File: src/rtl/vload_gather.sv
// Vector load sequencer: gathers up to LANES strided words from memory, then issues one multi-lane register write.
// Optional VLOAD_TIMEOUT_EN adds an err output and aborts a load after TIMEOUT_CYC ack-less request cycles.
module vload_gather #(
    parameter int LANES       = 5,
    parameter int DATA_W      = 32,
    parameter int ADDR_W      = 32,
    parameter int TIMEOUT_CYC = 16
) (
    input  logic              clk,
    input  logic              reset,
    input  logic              start,
    input  logic [ADDR_W-1:0] base_addr,
    input  logic [ADDR_W-1:0] stride,
    input  logic [2:0]        vector_size,
    input  logic [3:0]        dest,
    output logic              busy,
    output logic              done,
    output logic              mem_req,
    output logic [ADDR_W-1:0] mem_addr,
    input  logic              mem_ack,
    input  logic [DATA_W-1:0] mem_rdata,
    output logic              vwe,
    output logic [3:0]        vwa,
    output logic [2:0]        vsize_out,
    output logic [DATA_W-1:0] vwd1,
    output logic [DATA_W-1:0] vwd2,
    output logic [DATA_W-1:0] vwd3,
    output logic [DATA_W-1:0] vwd4,
    output logic [DATA_W-1:0] vwd5
`ifdef VLOAD_TIMEOUT_EN
    ,
    output logic              err
`endif
);

    localparam logic [2:0] LANES_3 = 3'(LANES);

    // Lane outputs are hard-wired to five ports, so the lane count is fixed.
    if (LANES != 5 || TIMEOUT_CYC < 1) begin : g_param_check
        $error("vload_gather: LANES must be 5 and TIMEOUT_CYC >= 1");
    end

    typedef enum logic [1:0] {
        S_IDLE  = 2'd0,
        S_REQ   = 2'd1,
        S_WRITE = 2'd2
    } state_t;

    state_t            r_state;
    state_t            w_state_nxt;
    logic [2:0]        r_n;
    logic [2:0]        r_idx;
    logic [3:0]        r_dest;
    logic [ADDR_W-1:0] r_stride;
    logic [ADDR_W-1:0] r_addr;
    logic [DATA_W-1:0] r_lane [LANES];
    logic [DATA_W-1:0] w_lane_out [LANES];
    logic [2:0]        w_clamp;
    logic              w_accept;
    logic              w_last;
    logic              w_abort_now;
    logic              w_aborted;

    assign w_clamp  = (vector_size > LANES_3) ? LANES_3 : vector_size;
    assign w_accept = (r_state == S_REQ) && mem_ack;
    assign w_last   = w_accept && ((r_idx + 3'd1) == r_n);

`ifdef VLOAD_TIMEOUT_EN
    localparam int TMO_W = $clog2(TIMEOUT_CYC + 1);
    localparam logic [TMO_W-1:0] TMO_RELOAD = TMO_W'(TIMEOUT_CYC - 1);

    logic [TMO_W-1:0] r_tmo;
    logic             r_abort;

    // Expires on the TIMEOUT_CYC-th consecutive request cycle without an ack.
    assign w_abort_now = (r_state == S_REQ) && !mem_ack && (r_tmo == '0);
    assign w_aborted   = r_abort;

    always_ff @(posedge clk or negedge reset) begin
        if (!reset) begin
            r_tmo   <= '0;
            r_abort <= 1'b0;
        end else begin
            case (r_state)
                S_IDLE: begin
                    r_tmo   <= TMO_RELOAD;
                    r_abort <= 1'b0;
                end
                S_REQ: begin
                    if (mem_ack) begin
                        r_tmo <= TMO_RELOAD;
                    end else if (r_tmo != '0) begin
                        r_tmo <= r_tmo - 1'b1;
                    end
                    if (w_abort_now) begin
                        r_abort <= 1'b1;
                    end
                end
                default: begin
                    r_tmo <= r_tmo;
                end
            endcase
        end
    end

    assign err = (r_state == S_WRITE) && r_abort;
`else
    assign w_abort_now = 1'b0;
    assign w_aborted   = 1'b0;
`endif

    always_ff @(posedge clk or negedge reset) begin
        if (!reset) begin
            r_state <= S_IDLE;
        end else begin
            r_state <= w_state_nxt;
        end
    end

    always_comb begin
        w_state_nxt = r_state;
        case (r_state)
            S_IDLE: begin
                if (start) begin
                    w_state_nxt = (w_clamp == 3'd0) ? S_WRITE : S_REQ;
                end
            end
            S_REQ: begin
                if (w_last || w_abort_now) begin
                    w_state_nxt = S_WRITE;
                end
            end
            S_WRITE: w_state_nxt = S_IDLE;
            default: w_state_nxt = S_IDLE;
        endcase
    end

    // Command latch, element gather and address stepping.
    always_ff @(posedge clk or negedge reset) begin
        if (!reset) begin
            r_n      <= '0;
            r_idx    <= '0;
            r_dest   <= '0;
            r_stride <= '0;
            r_addr   <= '0;
            for (int k = 0; k < LANES; k++) begin
                r_lane[k] <= '0;
            end
        end else begin
            case (r_state)
                S_IDLE: begin
                    if (start) begin
                        r_n      <= w_clamp;
                        r_idx    <= '0;
                        r_dest   <= dest;
                        r_stride <= stride;
                        r_addr   <= base_addr;
                        for (int k = 0; k < LANES; k++) begin
                            r_lane[k] <= '0;
                        end
                    end
                end
                S_REQ: begin
                    if (w_accept) begin
                        for (int k = 0; k < LANES; k++) begin
                            if (3'(k) == r_idx) begin
                                r_lane[k] <= mem_rdata;
                            end
                        end
                        r_idx  <= r_idx + 3'd1;
                        r_addr <= r_addr + r_stride;
                    end else if (w_abort_now) begin
                        for (int k = 0; k < LANES; k++) begin
                            r_lane[k] <= '0;
                        end
                    end
                end
                default: begin
                    r_idx <= r_idx;
                end
            endcase
        end
    end

    always_comb begin
        for (int k = 0; k < LANES; k++) begin
            w_lane_out[k] = (3'(k) < r_n) ? r_lane[k] : '0;
        end
    end

    always_comb begin
        busy      = (r_state != S_IDLE);
        mem_req   = (r_state == S_REQ);
        done      = (r_state == S_WRITE);
        vwe       = (r_state == S_WRITE) && (r_n != 3'd0) && !w_aborted;
        mem_addr  = r_addr;
        vwa       = r_dest;
        vsize_out = r_n;
        vwd1      = w_lane_out[0];
        vwd2      = w_lane_out[1];
        vwd3      = w_lane_out[2];
        vwd4      = w_lane_out[3];
        vwd5      = w_lane_out[4];
    end

endmodule

File: config.mk
export PLATFORM = sky130hd
export DESIGN_NAME = vload_gather
export DESIGN_NICKNAME = d
export VERILOG_FILES = /design/src/rtl/vload_gather.sv
export SDC_FILE = /design/constraint.sdc
export NUM_CORES = 1
export LEC_CHECK = 0
export ABC_AREA = 1
export CORE_ASPECT_RATIO = 0.75
export CORE_MARGIN = 2
export CORE_UTILIZATION = 46
export DETAILED_ROUTE_END_ITERATION = 8
export PLACE_DENSITY = 0.78
export SYNTH_ARGS = -nofsm -noshare
export SYNTH_HDL_FRONTEND = slang
export SYNTH_SLANG_ARGS = --single-unit
File: constraint.sdc
create_clock -name clk -period 1.9 [get_ports clk]
set_input_delay 0.38 -clock clk [delete_from_list [all_inputs] [get_ports clk]]
set_output_delay 0.38 -clock clk [all_outputs]
set_load 0.005 [all_outputs]
======== Word-level counts from Yosys, hierarchy flattened ========
Index checks and enable logic that the tools add are counted.
storage, ports and cells
  logic and storage cells ................. 75
  input bits .............................. 107
  output and inout bits ................... 203
  register bits ........................... 236
cells by class
  $add $sub $neg .......................... 2
  eq/ne operators ......................... 15
  reduce and logical (&&, ||, !) cells .... 17
  mux-type cells .......................... 24
  order comparisons ....................... 6
operators with widths
  operator                                               number
  two-way mux 32 bit                                     12
  two-way mux 160 bit                                    2
  one-hot mux 160 bit (2 select lines)                   1
  one-hot mux 32 bit (2 select lines)                    1
  adder 32 bit                                           1
  AND reduction 4 bit                                    5
  inequality test 2 x 1 -> 1 bit, second input constant  7
  two-way mux 3 bit                                      3
  == test 2 x 3 -> 1 bit, first input constant           2
  zero test 3 bit                                        2
  < comparator 1 x 3 -> 1 bit, first input constant      2
  < comparator 2 x 3 -> 1 bit, first input constant      2
  two-way mux 2 bit                                      3
  one-hot mux 3 bit (2 select lines)                     1
  one-hot mux 2 bit (2 select lines)                     1
  AND reduction 2 bit                                    2
  nonzero test 2 bit                                     2
  adder 3 x 1 -> 3 bit, second input constant            1
  == test 1 x 3 -> 1 bit, first input constant           1
  == test 3 bit                                          1
  == test 3 bit, first input constant                    1
  > comparator 3 bit, second input constant              1
  logical AND 1 bit                                      3
  < comparator 3 bit, first input constant               1
  6 further kinds                                        6

======== Logic depth before layout (Yosys ltp) ========
Gate-level depths: netlist of run 1.
  depth in word-level cells ............... 6
  depth in mapped cells ................... 13
  mapped depth without buffers ............ 13

======== Worst setup path before layout of run 1 ========
OpenSTA, ideal clock, no wires.
  path type ............................... reg2reg
  start point ............................. reg r_addr[0] (netlist: mem_addr[0])
  end point ............................... reg r_addr[20] (netlist: mem_addr[20])
  data required time ...................... 1784 ps
  setup slack ............................. 0 ps
  cell stages (with the launch flop) ...... 13
  path buffers ............................ 0
  arrival ................................. 1784 ps
  clock period less this slack ............ 1900 ps
  library setup time ...................... 116 ps
  path through ............................ dfrtp_1 -> ha_1 -> fa_1 -> nand3_1 -> nand3_1 -> nand3_1 -> nand3_1 -> nand3_1 -> nand2_1 -> nand2_1 -> nand3_1 -> nand2_1 -> nand2_1
on the way
  word-level cells in the longest chain between the ends .. 3
RTL lines
  element                              RTL line  text
  from (decl)                          55        logic [ADDR_W-1:0] r_addr;
  from (signal assigned)               157       r_addr <= base_addr;
  from (signal assigned)               171       r_addr <= r_addr + r_stride;
  adder 32 bit                         171
  two-way mux 32 bit                   164       if (w_accept) begin
  one-hot mux 32 bit (2 select lines)  150       case (r_state)
No other way between the ends. The select of a mux whose other input is x is not followed.
A chain may end at the register's enable or synchronous reset.

======== Final worst setup path of run 1 ========
  start point ............................. reg r_n[2] (netlist: vsize_out[2])
  end point ............................... out vwd3[30]
on the way
  word-level cells in the longest chain between the ends .. 2
RTL lines
  element                      RTL line  text
  from (decl)                  51        logic [2:0] r_n;
  from (signal assigned)       153       r_n <= w_clamp;
  < comparator 2 x 3 -> 1 bit  187       w_lane_out[k] = (3'(k) < r_n) ? r_lane[k] : '0;
  two-way mux 32 bit           187
  to (decl)                    27        output logic [DATA_W-1:0] vwd3,
No other way between the ends.

==> flow_summary.json, run 1 <==
{
  "synthCells": 1802,
  "cp_data_arrival_time_ns": 2.00,
  "avgSynthCellArea_sq_um": 7.06,
  "ys_seq_area_share_pct": 46.4,
  "place_ws_ns": -0.221,
  "crit_chain": "buf_6, a21oi_4, buf_4, clkbuf_16, buf_4, nor2_1, clkdlybuf4s15_1",
  "synth_top_area_share_pct": 46.4,
  "htree_levels": 1,
  "post-route-period-util_pct": 125,
  "die_w_um": 196,
  "dp.cells": 2498,
  "ir_drop_mv": 0.898,
  "clk_pin_slew_ns": 0.07,
  "hp-class": "in -> async",
  "num_rows": 52,
  "top_layer": "met5",
  "wirelength_mm": 45.7,
  "tightest_slew_ns": 0.442,
  "setup_viol": 182,
  "start_kind": "register",
  "die_area_sq_um": 29000,
  "areaGrowthSynthToFinish_pct": 53.7,
  "rsz0062_at_grt": "true",
  "drt_iter0_markers": 1067,
  "worstSetupEndpointType": "output port",
  "seqPwrFrac_pct": 21.7,
  "ys_warn_count": 0,
  "ant_nets": 0,
  "cts_root_buffer": "clkbuf_16",
  "synth-xor-area-share_pct": 1.03,
  "power.leakage_nw": 10.3,
  "synth_nets": 1946,
  "synth_top_family_by_area": "simple AND/OR/NAND/NOR gates",
  "synthAdderAreaFrac_pct": 3.70,
  "critPathSlowestCell": "dfrtp_2",
  "startpoint": "vsize_out[2]",
  "grt_max_degree": 62,
  "routedWlPerCell_um": 17.5,
  "yosys.area.top_type": "dfrtp_1",
  "antenna_found_initial": 4,
  "period_minus_slack_ns": 2.38,
  "fmax_ghz": 0.420,
  "synth-compound-area-share_pct": 9.06,
  "fin_skew_ns": 0.0179,
  "instances_no_fill": 2613,
  "violations": "negative setup slack",
  "crit_end": "vwd3[30]",
  "drive_above_1_share_pct": 23.4,
  "cts_buffer_depth": 3,
  "portBuffers": 309,
  "grt_pass1_vias": 12600,
  "met2WireLength_mm": 20.7,
  "drt-met1-wl_mm": 20.0,
  "finalHoldViolCount": 0,
  "gp_congestion": 0.962,
  "max_stage_delay_ns": 0.47,
  "setup_ws_ns": -0.481,
  "path_common_cell": "buf_4",
  "cts.sinks": 236,
  "grt.overflow.total": 0,
  "rr_startpoint": "r_stride[10]",
  "ys_top_cells_by_area": "dfrtp_1 46%, nand2_1 20%, inv_1 8.3%",
  "path_class": "reg -> out",
  "p_sw_share_pct": 45.4,
  "ys_seq_elements": 236,
  "grt_first_pass_wirelength_mm": 66.3,
  "slew_violations": 0,
  "vias_per_cell": 5.12,
  "io_pins": 310,
  "fillers": 2071,
  "power.density_nw_per_um2": 1920,
  "synth-simple-area-share_pct": 28.8,
  "critPathMaxFanout": 5,
  "worstPathRequired_ns": 1.52,
  "clkPwrFrac_pct": 12.9,
  "combPwrFrac_pct": 65.4,
  "fp.dieH_um": 148,
  "clk-insertion-delay-late_ns": 0.53,
  "p_int_mw": 20.6,
  "syn_area_sq_um": 12700,
  "ys_types": 32,
  "slew_headroom_pct": 70.6,
  "p_switching_mw": 17.1,
  "drc": 0,
  "outcome": "finished, violations left",
  "core-area_sq_um": 27100,
  "power_mw": 37.6,
  "vias": 13400,
  "cap_violations": 0,
  "dp_hpwl_mm": 30.9,
  "wl_met3_mm": 3.40,
  "start_util_pct": 47.0,
  "grt_use_total_pct": 28.7,
  "reg2reg_depth": 12,
  "synthMuxAreaShare_pct": 0,
  "r2r_end": "mem_addr[24]",
  "drtPass1Iterations": 5,
  "reg2reg_setup_slack_ns": -0.06,
  "layout.nets": 2388,
  "cts_tree": "yes",
  "cts-buffers-inserted": 24
}
## synthesized netlist by cell type
cell      instances
nand3b_1          2
a21oi_1          26
nand2_1         668
o31ai_1           1
nand4_1           4
buf_4             1
dfrtp_1         236
o21bai_1          2
nor2_4            1
nor3_1            5
xnor2_1           7
o21ai_1         169
buf_1             5
ha_1             36
inv_2             4
o22ai_1           2
nand3_1          54
clkbuf_1         20
o211ai_1          6
buf_2            45
a31oi_1           2
a21o_1            2
or2_2             2
fa_1              1
inv_1           281
nand2_2           2
o21ai_0          14
xor2_1            8
and2_1            1
nand2_4           5
nand2_8           1
nor2_1          189
## cells in the final DEF, fill, tap and decap left out, types with 16 or more instances in the layout
master	instances
nand3_2	16
o21ai_1	167
nor2_4	22
ha_4	25
buf_6	40
nand3_1	30
buf_4	107
buf_12	26
nor2_2	29
clkbuf_2	51
clkbuf_16	30
nand2_4	27
nand2_1	593
nand2_2	53
inv_1	267
clkdlybuf4s50_1	181
nor2_1	139
dfrtp_1	232
buf_2	23
dlymetal6s2s_1	31
## per-layer routing
layer	vias up	track usage (%)
met2	521	44.6
met5	-	0
met4	4	10.4
met1	6379	40.8
li1	6360	-
met3	102	4.88
## power by group through the flow
stage | sequential (mW) | combinational [mW] | clock [mW]
after CTS | 7.85 | 19.5 | 4.89
after floorplan | 7.72 | 10.5 | 0
after detailed placement | 7.90 | 19.2 | 0
final | 8.18 | 24.6 | 4.84
after global routing | 8.35 | 26.6 | 5.06
after global placement | 7.83 | 18.9 | 0
## state kept, by name, indices dropped and copies added (netlist names)
name and cells:
vsize_out 3, r_stride 32, vwa 4, r_lane 160, r_idx 3, r_state 2, mem_addr 32
## cells by family after synthesis
family,Yosys count
compound gates,224
xor+xnor,15
fa+ha+maj,37
buf+inv,356
flops,236
simple gates,934
## final cells by class
type | instances | area [sq um] | area share, %
inverter | 285 | 1090 | 5.58
clock inverter | 5 | 50.0 | 0.256
clock buffer | 38 | 754 | 3.86
antenna | 1 | 2.50 | 0.0128
multi-input combinational | 1210 | 6600 | 33.7
timing repair buffer | 487 | 4720 | 24.1
sequential | 236 | 5910 | 30.2
tap | 351 | 439 | 2.24
## worst max-delay path, delay by kind of cell (launching register included)
kind	cells	cell delay [ns]
flops	1	0.47
simple gates	1	0.03
compound gates	1	0.20
buf+inv	5	0.77
## how the worst min path moves through the flow
stage / startpoint / end / cells past startpoint
5_1_grt: dest[2] / vwa[2] / 3
3_3_place_gp: reset / r_stride[19] / 1
4_1_cts: reset / r_stride[22] / 2
2_1_floorplan: reset / mem_addr[0] / 0
3_5_place_dp: reset / r_stride[22] / 1
6_report: reset / r_stride[22] / 2
## metrics by stage
stage	hold WS, ns	cell area, sq um	utilization, %	TNS, ns
floorplan	0.0844	12700	-	0
global placement	0.316	17000	62.9	-3.31
detailed placement	0.321	17000	62.9	-5.22
CTS	0.364	17900	66.1	-61.69
global route	0.392	19600	72.3	-64.80
finish	0.359	19600	72.3	-50.67
## repair_timing
action	in CTS	in global routing
pin swaps	0	73
hold endpoints to repair	38	0
setup buffers	11	56
hold buffers	1	0
gates resized for setup	175	468
setup endpoints to repair	201	238
gates cloned	1	5
No activity file was read; power rests on OpenSTA's default activity.
==> run 2, diff against run 1 <==
- CAP_MARGIN: unset -> 20
==> results of run 2 <==
No change in the layout: final DEF, timing and power equal those of run 1.
==> patch 1, RTL diff (settings of run 1) <==
The option `VLOAD_TIMEOUT_EN` is turned on by a define.
--- a/src/rtl/vload_gather.sv
+++ b/src/rtl/vload_gather.sv
@@ -2,2 +2,4 @@
 // Optional VLOAD_TIMEOUT_EN adds an err output and aborts a load after TIMEOUT_CYC ack-less request cycles.
+`define VLOAD_TIMEOUT_EN
+
 module vload_gather #(
Check against the original RTL (old outputs only; new: err): no difference found for any inputs over 4 cycles, from zero or initial values and one cycle with reset low; that may be too few to reach the edited logic, so the function may still have changed.
==> patch 1 against run 1 <==
The flow still finishes with violations (negative setup slack). Combinational power is 23% higher. Sequential cell count increased by 6. Area after synthesis up 4.5%. Via count rose by 13%. Wire length grew 21%. Count of clock-buffer cells in the layout shrank 6. Setup slack lost 0.0019 ns. Total power increased by 20%. Cell area is 11% higher.
==> patch 1: results (changes against run 1) <==
CTS buffer count=26 (was 24); Max Used Layer=met4 (was met5); failing checks=negative setup slack (unchanged); Worst R2R End=mem_addr[13]$_DFFE_PN0P_ (was mem_addr[24]$_DFFE_PN0P_); Worst setup endpoint=vwd3[7] (was vwd3[30]); Setup Buffers After CTS=43 (was 11); Hold Slack=0.370 ns (was 0.359 ns); PnR worst setup slack=-0.483 ns (was -0.481 ns); Compound-Gate Fraction of Synth Area=9.79% (was 9.06%); Reg2Reg Depth=11 (was 12); P&R area growth vs syn=63.5% (was 53.7%); Non-clk bufs=575 (was 487); layout cell share with drive strength beyond 1=31.5% (was 23.4%); final number of setup-violating endpoints=183 (was 182); adder-cell area share of the yosys netlist=3.73% (was 3.70%); syn nets=2041 (was 1946); #MultiIn Comb=1246 (was 1210); NonClk Buf Share=26.3% (was 24.1%); worst slack at placement=-0.241 ns (was -0.221 ns); initial antenna violation count=3 (was 4); PostCTS Resize Cnt=329 (was 175); number of antenna diodes=5 (was 1); Cells after DPL=2629 (was 2498); sequential area share after synthesis=45.5% (was 46.4%); synth top area cells=dfrtp_1 46%, nand2_1 18%, inv_1 9.3%, nor2_1 6.4%, o21ai_1 5.5% (was dfrtp_1 46%, nand2_1 20%, inv_1 8.3%, o21ai_1 6.6%, nor2_1 5.6%); outcome=complete, but fails checks (unchanged); met1 Usage GRT=42.6% (was 40.8%); Seq cells post-synth=242 (was 236); fraction of area in registers=27.9% (was 30.2%); Yosys cell types=36 (was 32); Final Wtd Congestion=0.951 (was 0.962); drt pass-1 iters=8 (was 5); Fillers=1869 (was 2071); commonest cells in the netlist=632 x nand2_1, 330 x inv_1, 242 x dfrtp_1 (was 668 x nand2_1, 281 x inv_1, 236 x dfrtp_1); Post-DP Area=17700 um^2 (was 17000 um^2); nonclk inv count=334 (was 285); Worst Tran Pin Value=0.546 ns (was 0.442 ns); DRT Wirelength=55.5 mm (was 45.7 mm); crit-path max FO=6 (was 5); peak supply drop=1230 uV (was 898 uV); Clk Latency, worst-skew pair=0.55 ns (was 0.53 ns); first-pass GRT wire length=71.7 mm (was 66.3 mm); Fin Clk Skew=0.0235 ns (was 0.0179 ns); DR vias/cell=5.35 (was 5.12); Net Sw Frac=45.3% (was 45.4%); post-DP HPWL=32.4 mm (was 30.9 mm); routed wl met2=24.9 mm (was 20.7 mm); met2 usage=45.8% (was 44.6%); Worst Setup SP=vsize_out[1]$_DFFE_PN0P_ (was vsize_out[2]$_DFFE_PN0P_); met3 wire len=5.36 mm (was 3.40 mm); CLK BUF=32 (was 38); peak per-stage delay on the critical path=0.43 ns (was 0.47 ns); Post-Route M1 WL=23.0 mm (was 20.0 mm)
## patch 1: cell count changes in the layout (fill, tap and decap cells not counted), sizes merged, moves of 10 or more
| cell | before | now |
|---|---|---|
| buf | 201 | 306 |
| clkbuf | 94 | 109 |
| clkdlybuf4s15 | 10 | 0 |
| clkdlybuf4s50 | 181 | 117 |
| dlymetal6s2s | 31 | 62 |
| inv | 284 | 335 |
| nand2 | 676 | 634 |
| nor2 | 190 | 234 |
| o21ai | 183 | 207 |
## patch 1: power by group through the flow
stage / Sequential (mW) / Combinational, mW / Clock, mW
after floorplan: 8.64 / 11.2 / 0
after global placement: 8.79 / 20.3 / 0
after detailed placement: 8.89 / 20.7 / 0
after CTS: 8.90 / 22.7 / 5.62
after global routing: 9.46 / 32.1 / 5.89
final: 9.29 / 30.3 / 5.64
==> patch 2, RTL diff (flow settings as in run 1) <==
Without the edit above. Encoding of `state_t`: now one-hot (3 bits for 3 states).
--- a/src/rtl/vload_gather.sv
+++ b/src/rtl/vload_gather.sv
@@ -42,6 +42,6 @@
 
-    typedef enum logic [1:0] {
-        S_IDLE  = 2'd0,
-        S_REQ   = 2'd1,
-        S_WRITE = 2'd2
+    typedef enum logic [2:0] {
+        S_IDLE  = 3'b001,
+        S_REQ   = 3'b010,
+        S_WRITE = 3'b100
     } state_t;
Formal check against the unedited RTL: no difference found for any inputs over 4 cycles, from zero or initial values and one cycle with reset low; so few cycles prove little.
==> patch 2 against run 1 <==
The flow still finishes with violations (negative setup slack). Count of clock-buffer cells in the layout is 3 lower. Setup slack better by 0.029 ns. Sequential cell count is 1 higher. Highest routed layer unchanged. Wire length is 11% higher. Sequential power is 5.6% higher. Cell area is 5.6% higher. Non-clock buffer count is 34 higher. Area after synthesis is 2.3% higher. Register-to-register slack worse by 0.09 ns. Sequential share of layout area is 1.5 points lower. Total power is 9.2% higher.
==> patch 2: results (changes against run 1) <==
failing checks=negative setup slack (unchanged); root buf cell=clkbuf_16 (unchanged); DRT Wirelength=51.0 mm (was 45.7 mm); Yosys cell types=42 (was 32); total track usage=28.1% (was 28.7%); synth top area cells=dfrtp_1 45%, nand2_1 18%, inv_1 8.2%, o21ai_0 5.6%, nor2_1 5.4% (was dfrtp_1 46%, nand2_1 20%, inv_1 8.3%, o21ai_1 6.6%, nor2_1 5.6%); layout cell share with drive strength beyond 1=32.4% (was 23.4%); initial antenna violation count=2 (was 4); CTS buffer count=26 (was 24); commonest cells in the netlist=628 x nand2_1, 283 x inv_1, 236 x dfrtp_1 (was 668 x nand2_1, 281 x inv_1, 236 x dfrtp_1); r2r startpoint=r_state[0]$_DFFE_PN1P_ (was r_stride[10]$_DFFE_PN0P_); PostCTS Resize Cnt=336 (was 175); Fillers=1992 (was 2071); Hold Slack=0.347 ns (was 0.359 ns); reg-to-reg slack, setup=-0.15 ns (was -0.06 ns); largest net degree at the start of global routing=53 (was 62); Fin Clk Skew=0.0128 ns (was 0.0179 ns); Final Wtd Congestion=0.957 (was 0.962); crit path DAT=1.97 ns (was 2.00 ns); H-tree Lvls=1 (unchanged); sequential area share after synthesis=45.5% (was 46.4%); Clk Latency, worst-skew pair=0.55 ns (was 0.53 ns); Worst R2R End=r_lane[148]$_DFFE_PN0P_ (was mem_addr[24]$_DFFE_PN0P_); first-pass GRT wire length=65.4 mm (was 66.3 mm); PnR worst setup slack=-0.452 ns (was -0.481 ns); crit-path max FO=8 (was 5); outcome=complete, but fails checks (unchanged); Reg2Reg Depth=11 (was 12); vias=14000 (was 13400); peak supply drop=1280 uV (was 898 uV); Setup Buffers After CTS=25 (was 11); final number of setup-violating endpoints=345 (was 182); Iter 0 DRT Violations=1219 (was 1067); post-DP HPWL=30.4 mm (was 30.9 mm); Final nets=2407 (was 2388); Worst Tran Pin Value=0.451 ns (was 0.442 ns); syn nets=1929 (was 1946); Pleak=10.4 nW (was 10.3 nW); number of antenna diodes=0 (was 1)
## patch 2: cell types whose count changed in the layout (fill, tap and decap cells not counted), moves of 29 or more
cell | run 1 | this run
buf_2 | 23 | 52
buf_6 | 40 | 70
clkdlybuf4s50_1 | 181 | 152
nand2_1 | 593 | 537
nor2_1 | 139 | 94
o21ai_0 | 14 | 133
o21ai_1 | 167 | 23
o21ai_2 | 2 | 37
## patch 2: stage by stage
stage	instance area, um^2	worst slack [ns]	total power, mW	cells	TNS [ns]
after floorplan	13000	0.00248	18.7	1785	0
final	20700	-0.452	41.1	2666	-58.04
after global routing	20700	-0.484	43.3	2666	-81.74
after CTS	18400	-0.535	32.8	2586	-70.87
after detailed placement	17200	-0.242	26.6	2510	-7.39
after global placement	17200	-0.180	26.2	2510	-5.07
## patch 2: worst max path at each step
stage / startpoint / endpoint / cells past startpoint
2_1_floorplan: mem_addr[0]$_DFFE_PN0P_ / mem_addr[20]$_DFFE_PN0P_ / 12
3_3_place_gp: vsize_out[2]$_DFFE_PN0P_ / vwd1[24] / 4
3_5_place_dp: mem_addr[0]$_DFFE_PN0P_ / mem_addr[24]$_DFFE_PN0P_ / 12
4_1_cts: vsize_out[2]$_DFFE_PN0P_ / vwd2[28] / 5
5_1_grt: vsize_out[0]$_DFFE_PN0P_ / vwd3[0] / 8
6_report: vsize_out[0]$_DFFE_PN0P_ / vwd3[0] / 8
## patch 2: area by class of cell
cell class              count  share of cell area, %
clock buffers              35                   3.70
clock inverters            11                  0.478
inverters                 287                   5.34
multi-input cells        1190                   34.2
flip-flops and latches    237                   28.7
well taps                 385                   2.33
repair buffers            521                   25.2
## patch 2: logic make-up after synthesis
kind of cell / Yosys count / synth area share [%]
DFF: 237 / 45.5
buffers and inverters: 358 / 11.7
AOI/OAI and AO/OA: 250 / 11.2
adders and majority gates: 37 / 3.61
and+or+nand+nor: 888 / 27.0
xor gates and xnor gates: 15 / 1.01
## patch 2: worst max-delay path, cell delays in order (launching register included)
cell and delay, ns:
dfrtp_2 0.45, buf_12 0.14, a21oi_4 0.16, buf_6 0.14, buf_6 0.09, buf_6 0.09
clkbuf_16 0.18, nor2_2 0.05, buf_2 0.14
## patch 2: report_power, final
group | switching [mW] | internal, mW | total, mW
clock network | 2.20 | 2.96 | 5.16
logic | 14.7 | 12.6 | 27.3
registers | 1.68 | 6.96 | 8.64
total | 18.6 | 22.5 | 41.1
## patch 2: metal layers
metal / routed length [um] / GRT usage, % / up-vias
li1: - / - / 6412
met1: 22000 / 41.6 / 6726
met2: 22800 / 42.5 / 744
met3: 4480 / 4.60 / 142
met4: 1710 / 8.16 / 4
met5: 27 / 0 / -
